--- config.mk ---
export PLATFORM = sky130hd
export DESIGN_NAME = prog_loader_flat
export DESIGN_NICKNAME = d
export VERILOG_FILES = /design/src/rtl/prog_loader_if.sv /design/src/rtl/prog_loader.sv /design/src/flat_wrapper.sv
export SDC_FILE = /design/constraint.sdc
export NUM_CORES = 1
export LEC_CHECK = 0
export ABC_AREA = 1
export CAP_MARGIN = 20
export CORE_AREA = 8 8 87 89
export DETAILED_ROUTE_END_ITERATION = 10
export DIE_AREA = 0 0 95 97
export PLACE_DENSITY = 0.73
export SYNTH_ARGS = -nofsm -noshare
export SYNTH_HDL_FRONTEND = slang
export SYNTH_SLANG_ARGS = --single-unit
--- constraint.sdc ---
create_clock -name clk -period 3.5 [get_ports clk]
set_input_delay 1.05 -clock clk [delete_from_list [all_inputs] [get_ports clk]]
set_output_delay 1.05 -clock clk [all_outputs]
set_load 0.1 [all_outputs]
--- src/rtl/prog_loader_if.sv ---
// Loader-facing bundle: load command, incoming byte stream, RAM write port and CPU control.
interface prog_loader_if #(
  parameter int ADDR_W = 8,
  parameter int DATA_W = 16
);
  logic              load_req;
  logic [ADDR_W-1:0] start_addr;
  logic [8:0]        len;
  logic              in_valid;
  logic [7:0]        in_byte;
  logic              in_ready;
  logic              ram_w_en;
  logic [ADDR_W-1:0] ram_w_addr;
  logic [DATA_W-1:0] ram_w_data;
  logic              cpu_rst_n;
  logic [ADDR_W-1:0] start_pc;
  logic              busy;
  logic              done;
  logic              err;

  modport master (
    output load_req, start_addr, len, in_valid, in_byte,
    input  in_ready, ram_w_en, ram_w_addr, ram_w_data, cpu_rst_n, start_pc, busy, done, err
  );

  modport slave (
    input  load_req, start_addr, len, in_valid, in_byte,
    output in_ready, ram_w_en, ram_w_addr, ram_w_data, cpu_rst_n, start_pc, busy, done, err
  );
endinterface

--- src/rtl/prog_loader.sv ---
// Packs a byte stream big-endian into 16-bit words, writes them to CPU RAM from a base
// address and holds the CPU in reset until the whole program has landed.
module prog_loader #(
  parameter int ADDR_W = 8,
  parameter int DATA_W = 16
) (
  input  logic         clk,
  input  logic         rst_n,
  prog_loader_if.slave bus
);
  typedef enum logic [2:0] {IDLE, HI, LO, WRITE, DONE} state_t;

  state_t            state, state_nxt;
  logic [ADDR_W-1:0] ptr;
  logic [8:0]        count;
  logic [7:0]        hi_byte, lo_byte;
  logic              load_ok, load_bad;
  logic              cpu_rst_n_q, done_q, err_q;
  logic [ADDR_W-1:0] start_pc_q;

  always_ff @(posedge clk or negedge rst_n) begin
    if (!rst_n) state <= IDLE;
    else        state <= state_nxt;
  end

  always_comb begin
    state_nxt = state;
    load_ok   = 1'b0;
    load_bad  = 1'b0;
    case (state)
      IDLE, DONE: begin
        if (bus.load_req) begin
          if (bus.len == 9'd0 || bus.len > 9'd256) begin
            load_bad = 1'b1;
          end else begin
            load_ok   = 1'b1;
            state_nxt = HI;
          end
        end
      end
      HI:      if (bus.in_valid) state_nxt = LO;
      LO:      if (bus.in_valid) state_nxt = WRITE;
      WRITE:   state_nxt = (count == 9'd1) ? DONE : HI;
      default: state_nxt = IDLE;
    endcase
  end

  // Datapath and registered outputs; a reset mid-load drops any half-built word.
  always_ff @(posedge clk or negedge rst_n) begin
    if (!rst_n) begin
      ptr         <= '0;
      count       <= '0;
      hi_byte     <= '0;
      lo_byte     <= '0;
      start_pc_q  <= '0;
      cpu_rst_n_q <= 1'b0;
      done_q      <= 1'b0;
      err_q       <= 1'b0;
    end else begin
      if (load_ok) begin
        ptr        <= bus.start_addr;
        start_pc_q <= bus.start_addr;
        count      <= bus.len;
      end
      if (state == HI && bus.in_valid) hi_byte <= bus.in_byte;
      if (state == LO && bus.in_valid) lo_byte <= bus.in_byte;
      if (state == WRITE) begin
        ptr   <= ptr + 1'b1;
        count <= count - 9'd1;
      end
      err_q       <= load_bad;
      done_q      <= (state_nxt == DONE);
      cpu_rst_n_q <= (state_nxt == DONE);
    end
  end

  assign bus.in_ready   = (state == HI) || (state == LO);
  assign bus.busy       = (state == HI) || (state == LO) || (state == WRITE);
  assign bus.ram_w_en   = (state == WRITE);
  assign bus.ram_w_addr = (state == WRITE) ? ptr : '0;
  assign bus.ram_w_data = (state == WRITE) ? DATA_W'({hi_byte, lo_byte}) : '0;
  assign bus.cpu_rst_n  = cpu_rst_n_q;
  assign bus.start_pc   = start_pc_q;
  assign bus.done       = done_q;
  assign bus.err        = err_q;
endmodule

--- src/flat_wrapper.sv ---
// flat-port wrapper written by rule: the top's interface ports become plain ports
module prog_loader_flat 
#(
  parameter int ADDR_W = 8,
  parameter int DATA_W = 16
)
  (clk, rst_n, bus_load_req, bus_start_addr, bus_len, bus_in_valid, bus_in_byte, bus_in_ready, bus_ram_w_en, bus_ram_w_addr, bus_ram_w_data, bus_cpu_rst_n, bus_start_pc, bus_busy, bus_done, bus_err);
  prog_loader_if #(.ADDR_W(ADDR_W), .DATA_W(DATA_W)) bus_i ();
  input  logic clk;
  input  logic rst_n;
  input wire logic [$bits(bus_i.load_req)-1:0] bus_load_req;
  input wire logic [$bits(bus_i.start_addr)-1:0] bus_start_addr;
  input wire logic [$bits(bus_i.len)-1:0] bus_len;
  input wire logic [$bits(bus_i.in_valid)-1:0] bus_in_valid;
  input wire logic [$bits(bus_i.in_byte)-1:0] bus_in_byte;
  output wire logic [$bits(bus_i.in_ready)-1:0] bus_in_ready;
  output wire logic [$bits(bus_i.ram_w_en)-1:0] bus_ram_w_en;
  output wire logic [$bits(bus_i.ram_w_addr)-1:0] bus_ram_w_addr;
  output wire logic [$bits(bus_i.ram_w_data)-1:0] bus_ram_w_data;
  output wire logic [$bits(bus_i.cpu_rst_n)-1:0] bus_cpu_rst_n;
  output wire logic [$bits(bus_i.start_pc)-1:0] bus_start_pc;
  output wire logic [$bits(bus_i.busy)-1:0] bus_busy;
  output wire logic [$bits(bus_i.done)-1:0] bus_done;
  output wire logic [$bits(bus_i.err)-1:0] bus_err;
  assign bus_i.load_req = bus_load_req;
  assign bus_i.start_addr = bus_start_addr;
  assign bus_i.len = bus_len;
  assign bus_i.in_valid = bus_in_valid;
  assign bus_i.in_byte = bus_in_byte;
  assign bus_in_ready = bus_i.in_ready;
  assign bus_ram_w_en = bus_i.ram_w_en;
  assign bus_ram_w_addr = bus_i.ram_w_addr;
  assign bus_ram_w_data = bus_i.ram_w_data;
  assign bus_cpu_rst_n = bus_i.cpu_rst_n;
  assign bus_start_pc = bus_i.start_pc;
  assign bus_busy = bus_i.busy;
  assign bus_done = bus_i.done;
  assign bus_err = bus_i.err;
  prog_loader #(.ADDR_W(ADDR_W), .DATA_W(DATA_W)) u_core (.clk(clk), .rst_n(rst_n), .bus(bus_i));
endmodule
* Yosys cells after proc, flatten, opt, wreduce, memory -nomap -nowiden *
Cells that the tools add are included.
Widths: inputs -> output; s select.

storage, ports and cells
  logic and storage cells = 44
  flip-flop bits (word level) = 46
  bits of input ports = 29
  output and inout port bits = 38

operators by class
  muxes and demuxes = 18
  reduce and logical (&&, ||, !) cells = 9
  magnitude comparators = 1
  add/sub/neg operators = 2
  eq/ne operators = 6

operators with widths
  cell                 number
  $mux 8               3
  $mux 9               2
  $mux 16              1
  $mux 3               5
  $pmux 3 s4           1
  $eq 9x1->1 const B   1
  $gt 9x9->1 const B   1
  $logic_not 9->1      1
  $sub 9x1->9 const B  1
  $add 8x1->8 const B  1
  $eq 3x2->1 const B   2
  $eq 3x3->1 const B   2
  $mux 1               6
  $eq 3x1->1 const B   1
  $logic_not 3->1      1
  $logic_or 1x1->1     3
  $logic_and 1x1->1    2
  $reduce_bool 2->1    1
  $reduce_or 2->1      1

* Depth between registers and ports, before layout *
  depth after elaboration = 7
  depth in mapped cells = 10
  mapped depth without buffers = 10

* Least setup slack after synthesis *
Ideal clock, no wire load.

  path type = register to output
  from = register u_core.state[2]
  to = output port bus_ram_w_addr[0]
  cell stages (with the launch flop) = 6
  path slack = 0.220 ns
  arrival = 2.230 ns
  buffers on the path = 2
  cells stage by stage = dfrtp_1 -> nor2_2 -> nand2_2 -> buf_2 -> buf_2 -> nor2_1

on the way
  longest elaborated chain between the ends = 2

RTL lines
  element                 line                RTL
  from (decl)             prog_loader.sv:13   state_t state, state_nxt;
  from (signal assigned)  prog_loader.sv:23   else state <= state_nxt;
  $eq 3x2->1              prog_loader.sv:80   assign bus.ram_w_addr = (state == WRITE) ? ptr : '0;
  $mux 8                  prog_loader.sv:80
  to (decl)               flat_wrapper.sv:18  output wire logic [$bits(bus_i.ram_w_addr)-1:0] bus_ram_w_addr;

No other way between the ends.

* Worst setup path in the final report *
  from = register u_core.state[2]
  to = output port bus_ram_w_addr[2]

The elaborated chain is that of the path after synthesis.

==> summary.md <==
| Metric | Value |
|---|---|
| Final hold vios | `0` |
| Worst r2r path cells | `7` |
| Diode count | `0` |
| CTS clock-pin slew for the worst setup and hold paths | `0.08 ns` |
| Synthesized net count | `407` |
| FP Rows | `29` |
| Worst-path fanout max | `28` |
| Req. time, crit path | `2.45 ns` |
| WL/cell | `13.0 um` |
| Netlist cell types | `27` |
| CTS Buffer Depth | `2` |
| Switching portion of total power | `55.0%` |
| Slew @ Worst Pin | `0.600 ns` |
| Die W | `95 um` |
| CTS HTree Levels | `2` |
| Int Power | `0.00148 W` |
| Drt first pass iters | `4` |
| NetSw | `0.00181 W` |
| Startpoint types | `register` |
| Nets | `467` |
| First-pass GRT wire length | `11,200 um` |
| Fraction of layout cells with a size suffix above 1 | `17.2%` |
| FF+latch count, synth | `46` |
| Post-CTS Hold Fix Bufs | `0` |
| Mapped Avg Cell Area | `7.17 sq um` |
| Area Growth Syn to Fin | `36.0%` |
| Setup-failing EPs final | `0` |
| Outcome | `finished, final reports clean` |
| Max-slew violation count | `0` |
| Crit path DAT | `1.98 ns` |
| Crit. End Element | `output port` |
| Hold/Removal Path Class | `reg -> reg` |
| Power Dens Cells | `898 nW/um^2` |
| Static Leakage | `1.88 nW` |
| Setup Skew | `0.00304 ns` |
| DRC Markers | `0` |
| Core area | `6200 sq um` |
| Fin crit share | `86.5%` |
| Worst slew margin | `59.9%` |
| Initial Util | `43.4%` |
| Tmin final | `3.03 ns` |
| Crit path launch | `u_core.state[2]` |
| CP Cell Sequence | `nor2_2 -> nand2_2 -> buf_4 -> nor2_1 -> buf_12` |
| DIE AREA | `9220 sq um` |
| Total number of vias | `2,514` |
| RSZ-0062 raised after global routing | `false` |
| Comb pwr share | `61.3%` |
| Via/cell ratio | `4.91` |
| YS warnings | `0` |
| Top routing layer in use | `met4` |
| Setup TNS | `0 ns` |
| Die Ht | `97 um` |
| Post-Syn Instances | `375` |
| Fmax achieved | `330 MHz` |
| Clk Latency, worst-skew pair | `0.30 ns` |
| Worst hold start | `u_core.bus.start_pc[7]` |
| Sequential share of power | `29.1%` |
| Post-cts repair resize count | `0` |
| Vias in the first global route | `2,476` |
| WS Path Type | `reg -> out` |
| Clock root buffer | `clkbuf_8` |
| Global Route Usage Sum | `14.7%` |
| IO Pins | `67` |
| Antenna violations before repair | `0` |
| Clk sinks | `46` |
| Mapped Area | `2690 sq um` |
| CTS tree | `done` |
| GPL Wtd Cong | `0.826` |
| PortBufs | `66` |
| Slowest cell delay on critical path | `0.42 ns` |
| Pin count of the biggest net entering global routing | `47` |
| Finished Layout Cells | `512` |
| Fin util | `58.9%` |
| Initial DRC Count | `136` |
| Setup Buffers After CTS | `0` |
| GRT overflow | `0` |
| Max IR drop VDD | `0.566 mV` |
| Worst Hold Depth | `2` |
| Worst flop-to-flop path endpoint | `u_core.count[6]` |
| Sequential area share after synthesis | `42.8%` |
| DRT antenna net count | `0` |
| Placed Cells | `504` |
| Met3 wire length | `633 um` |
| Cts bufs inserted | `5` |
| Internal reg-to-reg setup slack | `1.65 ns` |
| Reg2reg start | `u_core.state[2]` |
| Post-DP HPWL | `4840 um` |
| Worst Hold Endpoint | `u_core.bus.start_pc[7]` |
| Drt total wl | `6650 um` |
| Slowest-stage cell, CP | `dfrtp_1` |
| Max Cap Violations | `0` |
| Power share of the clock group | `9.7%` |
| Hold Slack | `0.479 ns` |
| Met2 Routed Length | `3070 um` |
| Wl on met1 | `2890 um` |
placed cells by master, fill, tap and decap left out, drive strengths merged:
cell type      instances
clkinvlp               1
clkbuf                 6
xor2                   1
nor2                  48
inv                   60
nand2                115
nand4                  5
a21oi                  2
clkdlybuf4s50         27
xnor2                  1
ha                     3
buf                   42
nand3                 41
dfrtp                 46
nor3                   2
o21ai                 34
or2                    1
worst max path at each step:
stage                              endpoint  slack, ns  depth (start not counted)
after global routing      bus_ram_w_addr[3]       0.34                          5
after CTS                 bus_ram_w_addr[2]       0.43                          5
final                     bus_ram_w_addr[2]       0.47                          5
after floorplan           bus_ram_w_addr[0]       0.22                          5
after detailed placement      u_core.ptr[6]       0.69                          8
after global placement      u_core.count[2]       0.77                          8
per-layer routing:
layer	track usage (%)	vias up
met4	4.69	0
met2	22.6	70
met1	18.0	1174
li1	-	1264
met5	0	-
met3	6.41	6
per-stage QoR:
| step | cell area [sq um] | setup slack [ns] | total power, W |
|---|---|---|---|
| after global routing | 3660 | 0.340 | 0.00351 |
| after detailed placement | 3560 | 0.695 | 0.00298 |
| after global placement | 3560 | 0.775 | 0.00294 |
| after floorplan | 2690 | 0.220 | 0.00247 |
| after CTS | 3640 | 0.427 | 0.00331 |
| final | 3660 | 0.473 | 0.00328 |
flip-flops by register name (all words and copies together) (netlist names):
name / count
u_core.state: 3
u_core.bus.err: 1
u_core.lo_byte: 8
u_core.bus.cpu_rst_n: 1
u_core.ptr: 8
u_core.bus.start_pc: 8
u_core.count: 9
u_core.hi_byte: 8
power by group through the flow:
| stage | sequential [W] | clock [W] | combinational (W) |
|---|---|---|---|
| after floorplan | 0.00123 | 0 | 0.00123 |
| after global placement | 0.000954 | 0 | 0.00198 |
| after detailed placement | 0.000960 | 0 | 0.00202 |
| after CTS | 0.000953 | 0.000329 | 0.00202 |
| after global routing | 0.000988 | 0.000345 | 0.00218 |
| final | 0.000954 | 0.000318 | 0.00201 |
synth_stat cells (all sizes together):
library cell | number | area share (%)
a21oi | 2 | 0.37
xor2 | 1 | 0.33
o21ai | 34 | 7.6
nand3 | 41 | 8.3
nand2 | 115 | 17
or2 | 1 | 0.23
buf | 14 | 4.0
nor2 | 48 | 7.5
dfrtp | 46 | 43
ha | 3 | 1.4
clkbuf | 2 | 0.33
nand4 | 5 | 1.2
nor3 | 2 | 0.37
inv | 60 | 8.4
xnor2 | 1 | 0.33
layout make-up:
cell class	instances	area [sq um]
clock inverter	1	7.51
timing repair buffer	69	908
sequential	46	1150
clock buffer	6	72.6
inverter	60	225
fill	557	2550
multi-input combinational	253	1200
tap	77	96.3
critical path: cells and delay by family (launching register included):
family / cells / cell delay, ns
buf+inv: 2 / 0.55
simple gates: 3 / 0.71
flops: 1 / 0.42
cell families (layout without fill, tap and decap cells):
group                    after synthesis  count (layout)  share of synthesized area [%]
adder cells (fa/ha/maj)                3               3                           1.40
AO/OA/AOI/OAI                         36              36                           7.95
buffers and inverters                 76             136                           12.7
XOR/XNOR                               2               2                          0.651
AND/OR/NAND/NOR                      212             212                           34.5
flip-flops                            46              46                           42.8
Note: power is estimated with default switching activity, not from simulation.
